===== src/rtl/pipe_pkg.sv =====
// Shared definitions for elastic pipeline stages: state encoding and the
// helpers that map a stage state onto its handshake and occupancy outputs.
package pipe_pkg;

    typedef enum logic [1:0] {
        EMPTY = 2'd0,
        ONE   = 2'd1,
        TWO   = 2'd2
    } pipe_state_e;

    localparam int unsigned PIPE_OCC_W = 2;

    function automatic logic [PIPE_OCC_W-1:0] occ_of(input pipe_state_e s);
        logic [PIPE_OCC_W-1:0] occ;
        case (s)
            EMPTY:   occ = 2'd0;
            ONE:     occ = 2'd1;
            TWO:     occ = 2'd2;
            default: occ = 2'd0;
        endcase
        return occ;
    endfunction

    // A stage can take a new entry whenever the skid slot is still free.
    function automatic logic can_accept(input pipe_state_e s);
        return (s != TWO);
    endfunction

endpackage


===== src/rtl/pipe_entry.sv =====
// One payload+control holding register with load enable; cleared by the
// asynchronous active-low reset so no partial entry survives a reset.
module pipe_entry #(
    parameter int unsigned W = 39
) (
    input  logic         clk_i,
    input  logic         rst_i,
    input  logic         load_i,
    input  logic [W-1:0] d_i,
    output logic [W-1:0] q_o
);

    logic [W-1:0] entry_q;

    // Entry storage: loads only when the owning stage decides to.
    always_ff @(posedge clk_i or negedge rst_i) begin
        if (!rst_i) begin
            entry_q <= {W{1'b0}};
        end else if (load_i) begin
            entry_q <= d_i;
        end
    end

    assign q_o = entry_q;

endmodule


===== src/rtl/pipe_stage_skid.sv =====
// Two-entry skid-buffered pipeline stage: in_ready_o is registered so the
// upstream handshake never sees a combinational path from out_ready_i.
module pipe_stage_skid
    import pipe_pkg::*;
#(
    parameter int unsigned DATA_W = 32,
    parameter int unsigned CTRL_W = 7
) (
    input  logic              clk_i,
    input  logic              rst_i,
    input  logic              flush_i,
    input  logic              in_valid_i,
    output logic              in_ready_o,
    input  logic [DATA_W-1:0] in_data_i,
    input  logic [CTRL_W-1:0] in_ctrl_i,
    output logic              out_valid_o,
    input  logic              out_ready_i,
    output logic [DATA_W-1:0] out_data_o,
    output logic [CTRL_W-1:0] out_ctrl_o,
    output logic [1:0]        occupancy_o
);

    localparam int unsigned ENT_W = DATA_W + CTRL_W;

    pipe_state_e      state_q;
    pipe_state_e      state_d;
    logic             in_ready_q;
    logic             out_valid_q;
    logic [1:0]       occ_q;

    logic             in_xfer_s;
    logic             out_xfer_s;
    logic             main_load_s;
    logic             skid_load_s;
    logic             main_from_skid_s;
    logic [ENT_W-1:0] in_ent_s;
    logic [ENT_W-1:0] main_d;
    logic [ENT_W-1:0] main_q;
    logic [ENT_W-1:0] skid_q;

    assign in_ent_s   = {in_data_i, in_ctrl_i};
    assign in_xfer_s  = in_valid_i & in_ready_q;
    assign out_xfer_s = out_valid_q & out_ready_i;

    // Next state and entry load decisions; flush overrides every transfer.
    always_comb begin
        state_d          = state_q;
        main_load_s      = 1'b0;
        skid_load_s      = 1'b0;
        main_from_skid_s = 1'b0;
        if (flush_i) begin
            state_d = EMPTY;
        end else begin
            case (state_q)
                EMPTY: begin
                    if (in_xfer_s) begin
                        main_load_s = 1'b1;
                        state_d     = ONE;
                    end else begin
                        state_d     = EMPTY;
                    end
                end
                ONE: begin
                    if (in_xfer_s && out_xfer_s) begin
                        main_load_s = 1'b1;
                        state_d     = ONE;
                    end else if (in_xfer_s) begin
                        skid_load_s = 1'b1;
                        state_d     = TWO;
                    end else if (out_xfer_s) begin
                        state_d     = EMPTY;
                    end else begin
                        state_d     = ONE;
                    end
                end
                TWO: begin
                    // in_ready_o is low here, so only the drain can happen.
                    if (out_xfer_s) begin
                        main_load_s      = 1'b1;
                        main_from_skid_s = 1'b1;
                        state_d          = ONE;
                    end else begin
                        state_d          = TWO;
                    end
                end
                default: begin
                    state_d = EMPTY;
                end
            endcase
        end
    end

    assign main_d = main_from_skid_s ? skid_q : in_ent_s;

    // State register with the handshake/occupancy outputs registered alongside.
    always_ff @(posedge clk_i or negedge rst_i) begin
        if (!rst_i) begin
            state_q     <= EMPTY;
            in_ready_q  <= 1'b0;
            out_valid_q <= 1'b0;
            occ_q       <= 2'd0;
        end else begin
            state_q     <= state_d;
            in_ready_q  <= can_accept(state_d);
            out_valid_q <= (state_d != EMPTY);
            occ_q       <= occ_of(state_d);
        end
    end

    pipe_entry #(
        .W (ENT_W)
    ) u_main (
        .clk_i  (clk_i),
        .rst_i  (rst_i),
        .load_i (main_load_s),
        .d_i    (main_d),
        .q_o    (main_q)
    );

    pipe_entry #(
        .W (ENT_W)
    ) u_skid (
        .clk_i  (clk_i),
        .rst_i  (rst_i),
        .load_i (skid_load_s),
        .d_i    (in_ent_s),
        .q_o    (skid_q)
    );

    assign in_ready_o  = in_ready_q;
    assign out_valid_o = out_valid_q;
    assign occupancy_o = occ_q;
    assign out_data_o  = main_q[ENT_W-1:CTRL_W];
    // Bubbles present NOP control so downstream decode never sees stale bits.
    assign out_ctrl_o  = out_valid_q ? main_q[CTRL_W-1:0] : {CTRL_W{1'b0}};

endmodule

===== config.mk =====
export PLATFORM = sky130hd
export DESIGN_NAME = pipe_stage_skid
export DESIGN_NICKNAME = d
export VERILOG_FILES = /design/src/rtl/pipe_pkg.sv /design/src/rtl/pipe_entry.sv /design/src/rtl/pipe_stage_skid.sv
export SDC_FILE = /design/constraint.sdc
export NUM_CORES = 1
export LEC_CHECK = 0
export ABC_CLOCK_PERIOD_IN_PS = 1800
export CORE_ASPECT_RATIO = 0.7
export CORE_UTILIZATION = 45
export CTS_CLUSTER_DIAMETER = 100
export DETAILED_ROUTE_END_ITERATION = 8
export HOLD_SLACK_MARGIN = 0.02
export MAX_ROUTING_LAYER = met4
export PLACE_DENSITY = 0.76
export SETUP_SLACK_MARGIN = 0.2
export SYNTH_ARGS = -nofsm -noshare
export SYNTH_HDL_FRONTEND = slang
export SYNTH_SLANG_ARGS = --single-unit

===== constraint.sdc =====
create_clock -name clk_i -period 1.8 [get_ports clk_i]
set_clock_uncertainty 0.2 [all_clocks]
set_input_delay 0.27 -clock clk_i [delete_from_list [all_inputs] [get_ports clk_i]]
set_output_delay 0.27 -clock clk_i [all_outputs]
set_load 0.005 [all_outputs]

After elaboration in Yosys (flattened, before gate mapping) --
Index checks and enable logic that the tools add are counted.
Storage, ports and cells: word-level logic and storage cells 36, register bits 84
Operators by class: equal/unequal tests 5, bitwise logic cells 2, mux-type cells 20, reduce and logical (&&, ||, !) cells 3
Operators by type and width (count):
- 39-bit two-way mux | 1
- 1-bit two-way mux | 11
- 2-bit two-way mux | 4
- 7-bit two-way mux | 1
- 2-bit one-hot mux with 3 select lines | 1
- 2-bit by 1-bit == test with 1-bit output, second input constant | 2
- 2-bit == test, second input constant | 2
- 2-bit one-hot mux with 2 select lines | 1
- 1-bit one-hot mux with 3 select lines | 1
- 1-bit AND | 2
- 2-bit zero test | 1
- 2-bit != test, second input constant | 1
- 2-bit nonzero test | 1
- 1-bit logical AND | 1

Logic depth before layout (Yosys ltp) --
Gate-level depths: netlist of run 1.
depth in word-level cells 8, depth in mapped cells 9

Cells and area by module --
Synthesis of run 1 repeated with hierarchy kept, for this count alone.
Unflattened totals: cells, all modules 246, area, all modules 3883.7 sq um
Modules (own cells, without submodules):
- pipe_entry | area each 1493.9 sq um, times used 2, cells an instance 82, sequential area each 975.9 sq um
- pipe_stage_skid | area each 895.9 sq um, times used 1, cells an instance 82, sequential area each 150.1 sq um

Worst setup path after synthesis of run 1 --
No wires, ideal clock.
kind register to register, start register out_valid_q (netlist: out_valid_o), end register u_main.entry_q[10] (netlist: u_main.q_o[10]), data required time 1.474 ns, data arrival time 1.533 ns, period minus slack after synthesis 1.859 ns, cell stages (with the launch flop) 10, path slack -0.059 ns, cell sequence dfrtp_1 -> buf_2 -> nand2_1 -> inv_1 -> ha_1 -> nand3b_1 -> a31oi_2 -> buf_4 -> buf_2 -> a21oi_1
Between the ends: cells in the longest elaborated chain, start to end 5, elaborated cells on any way between the ends 9
Ends and longest elaborated chain:
- from (decl) | line pipe_stage_skid.sv:28 | logic out_valid_q;
- from (signal assigned) | line pipe_stage_skid.sv:105 | out_valid_q <= (state_d != EMPTY);
- 1-bit AND * | line pipe_stage_skid.sv:43 | assign out_xfer_s = out_valid_q & out_ready_i;
- 1-bit logical AND / 1-bit two-way mux (equally long branches) | line pipe_stage_skid.sv:64, pipe_stage_skid.sv:78
- 1-bit two-way mux (on tied branches) | line pipe_stage_skid.sv:64, pipe_stage_skid.sv:54
- 1-bit one-hot mux with 3 select lines / 1-bit two-way mux (equally long branches) | line pipe_stage_skid.sv:54, pipe_stage_skid.sv:51
- 1-bit two-way mux / 39-bit two-way mux (equally long branches) | line pipe_stage_skid.sv:51, pipe_stage_skid.sv:93
- to (signal assigned) | line pipe_entry.sv:18 | entry_q <= {W{1'b0}};
- to (signal assigned) | line pipe_entry.sv:20 | entry_q <= d_i;
- to (decl) | line pipe_entry.sv:13 | logic [W-1:0] entry_q;
Mark *: on every way between the ends. The rest lies on a longest branch, timed or not. A chain may end at the register's enable or synchronous reset.

Worst setup path after layout of run 1 --
start register out_valid_q (netlist: out_valid_o), end register u_main.entry_q[34] (netlist: u_main.q_o[34])
Same word-level chain as after synthesis.

==> results of run 1 <==
cells by family (layout without fill, tap and decap cells):
kind of cell	count (synthesis)	in the layout
AOI/OAI and AO/OA	42	42
adders and majority gates	2	2
buffers and inverters	51	147
DFF	84	84
muxes	78	78
and+or+nand+nor	60	60
timing repair:
item | CTS | global route
hold buffers | 1 | 0
setup endpoints to repair | 126 | 91
pin swaps | 1 | 1
gates resized for setup | 97 | 48
setup buffers | 19 | 1
hold endpoints to repair | 84 | 0
cloned | 2 | 5
path summary, 6_finish.rpt:
kind / start / end / slack [ps] / depth (start not counted)
worst max register to register: out_valid_o / u_main.q_o[34] / -120 / 10
max in group asynchronous: rst_i / u_skid.q_o[30] / 640 / 3
worst min register to register: u_skid.q_o[15] / u_skid.q_o[15] / 310 / 1
min in group clk_i: u_skid.q_o[15] / u_skid.q_o[15] / 310 / 1
worst min-delay path: rst_i / u_skid.q_o[9] / 200 / 2
worst max-delay path: out_valid_o / u_main.q_o[34] / -120 / 10
power by group:
group | switching, mW | internal [mW] | total [mW]
clock network | 0.789 | 0.948 | 1.74
logic | 0.726 | 1.33 | 2.06
registers | 0.437 | 2.54 | 2.97
total | 1.95 | 4.82 | 6.77
state kept, by name, indices dropped and copies added, names as in the netlist:
signal       count
in_ready_o       1
occupancy_o      2
out_valid_o      1
state_q          2
u_main.q_o      39
u_skid.q_o      39
per-layer routing:
metal,vias to the layer above,track usage (%),part of all wire [%]
li1,1230,-,-
met1,1340,31.27,47
met2,78,35.16,48
met3,8,5.420,4.3
met4,0,7.333,0.90
met5,-,-,0
cells in the final DEF (no fill, tap or decap), types with 10 or more instances in the layout:
cell	n
clkdlybuf4s50_1	40
nor2_2	24
nor2_4	10
mux2i_1	39
buf_4	26
dlygate4sd2_1	37
mux2_4	39
clkbuf_16	14
a21oi_2	26
a21oi_1	13
dfrtp_1	84
stage by stage:
step                TNS, ps  setup WS [ps]
finish                -6972         -116.6
global route         -11150         -168.1
CTS                   -3039         -68.40
detailed placement   -30460         -406.1
global placement     -26870         -345.5
floorplan                 0          29.93
worst max-delay path, cell delays in order, from the launching register on:
cell	delay (ps)
dfrtp_1	380
buf_6	140
nand2_8	60
inv_4	70
ha_4	120
nand3b_1	130
a31oi_4	220
buf_4	200
clkbuf_16	200
nor2_4	40
a21oi_2	80
final cells by class:
type                    count  share of cell area [%]
clock buffers              10                   4.041
multi-input cells         182                   32.24
repair buffers            129                   23.36
well taps                 101                   2.230
clock inverters             6                  0.8611
inverters                   2                  0.1766
flip-flops and latches     84                   37.09
==> impl_metrics.py, run 1 <==
metrics = {
    "detailed_routing": {
        "drc": 8,
        "drt_wl_total_mm": 9.901,
        "ant_nets": 0,
        "drt_iter0_markers": 173,
        "wire_per_inst_um": 19.26,
        "dr.pass1.iters": 8,
        "via_per_inst": 5.167,
        "routed-via-count": 2656,
    },
    "finish": {
        "multiInputGateArea_sq_um": 1827,
        "diodes": 0,
        "fin_nets": 454,
        "finalInstanceArea_sq_um": 5667,
        "fillers": 556,
        "final_cells": 514,
        "synthToLayoutAreaGrowth_pct": 48.44,
        "final_util_pct": 70.48,
        "drive_gt1_share_pct": 42.86,
        "seq_area_sq_um": 2102,
    },
    "status": {
        "violations": "DRC, setup timing",
        "status": "finished, violations left",
    },
    "power": {
        "cellLeakagePower_nw": 2.664,
        "p_total_mw": 6.769,
        "peakVddDrop_mv": 0.5410,
        "powerDensity_nw_per_um2": 1195,
    },
    "job": {
        "max-cap-violations": 0,
    },
    "clocking": {
        "root_buffer": "clkbuf_16",
        "htreeDepth": 3,
        "clkLatencyLatePin_ps": 330,
        "cts_buffers": 9,
        "cts_tree": "yes",
        "cts.sinks": 84,
        "clk_path_buf_depth": 2,
        "clk_pin_slew_ps": 60,
    },
    "synthesis": {
        "yosysWarnings": 0,
        "synth_top_area_share_pct": 55.06,
        "async_flop_share_pct": 100.0,
        "yosys-top-cells-area": "dfrtp_1 55%, mux2_2 12%, mux2i_1 10%",
        "ys_seq_area_share_pct": 55.06,
        "avgSynthCellArea_sq_um": 12.04,
        "synth_compound_area_share_pct": 5.834,
        "synth_ff_type": "dfrtp_1",
        "synthMostInstantiatedCell": "dfrtp_1",
        "synth_enable_flop_cells": 0,
        "yosysTopAreaCell": "dfrtp_1",
        "syn-instance-count": 317,
        "netlist_area_sq_um": 3817,
        "ys_top_cells_by_count": "84 x dfrtp_1, 40 x nor2_1, 39 x a21oi_1, 39 x mux2_2, 39 x mux2i_1",
        "synthMuxAreaShare_pct": 21.73,
        "synth_fa_ha_area_share_pct": 0.6555,
        "synth_top_family_by_area": "multiplexers",
        "yosys.area_share.simple_pct": 7.637,
        "synth_cell_types": 21,
        "synth-xor-area-share_pct": 0,
        "synth_seq_cells": 84,
        "syn-num-nets": 363,
    },
    "critical_path": {
        "cp-start-kind": "flop",
        "worstSetupEndpointType": "flop",
        "worstPathRequired_ps": 1870,
        "cp.arrival_ps": 1980,
        "crit_fanout": 14,
        "timing_worst_setup_path_type": "flop to flop",
    },
    "grt": {
        "grt_max_degree": 47,
        "grt_pass1_vias": 2816,
        "grt_pass1_wl_mm": 15.16,
        "track_usage_pct": 23.23,
        "antenna_found_initial": 0,
        "overflow": 0,
    },
    "timing": {
        "tightest_slew_ps": 338.0,
        "slew_headroom_pct": 77.47,
        "hold_viol": 0,
        "layout_setup_ws_ps": -116.6,
        "max_freq_mhz": 521.7,
        "holdWs_ps": 195.1,
        "final_max_slew_viol_count": 0,
        "rsz0062_at_grt": "yes",
        "min_period_ps": 1917,
        "finalCritPeriodShare_pct": 106.5,
        "finalSetupViolations": 84,
    },
    "placement": {
        "gp_congestion": 0.7420,
        "dpl-instance-area_sq_um": 4875,
        "dpl.cell_count": 470,
        "hpwlAfterDp_mm": 5.451,
        "numPortBuffers": 86,
    },
    "die": {
        "die_w_um": 112.1,
        "rows": 27,
        "ios": 87,
        "die_h_um": 79.06,
        "dieArea_sq_um": 8861,
        "start_util_pct": 47.48,
        "fp.coreArea_sq_um": 8040,
    },
    "hold_path": {
        "min_path_type": "input port to async pin",
    },
}
No activity file was read; power rests on OpenSTA's default activity.
==> run 2, diff against run 1 <==
--- a/config.mk
+++ b/config.mk
@@ -14,6 +14,7 @@
 export MAX_ROUTING_LAYER = met4
 export PLACE_DENSITY = 0.76
 export SETUP_SLACK_MARGIN = 0.2
+export SLEW_MARGIN = 20
 export SYNTH_ARGS = -nofsm -noshare
 export SYNTH_HDL_FRONTEND = slang
 export SYNTH_SLANG_ARGS = --single-unit
==> results of run 2 <==
Same layout as run 1: the final DEF is identical, and so are final timing and power.
==> run 3, diff against run 2 <==
--- a/config.mk
+++ b/config.mk
@@ -10,7 +10,7 @@
 export CORE_UTILIZATION = 45
 export CTS_CLUSTER_DIAMETER = 100
 export DETAILED_ROUTE_END_ITERATION = 8
-export HOLD_SLACK_MARGIN = 0.02
+export HOLD_SLACK_MARGIN = 0.1
 export MAX_ROUTING_LAYER = met4
 export PLACE_DENSITY = 0.76
 export SETUP_SLACK_MARGIN = 0.2
==> results of run 3 <==
Same layout as run 1: the final DEF is identical, and so are final timing and power.
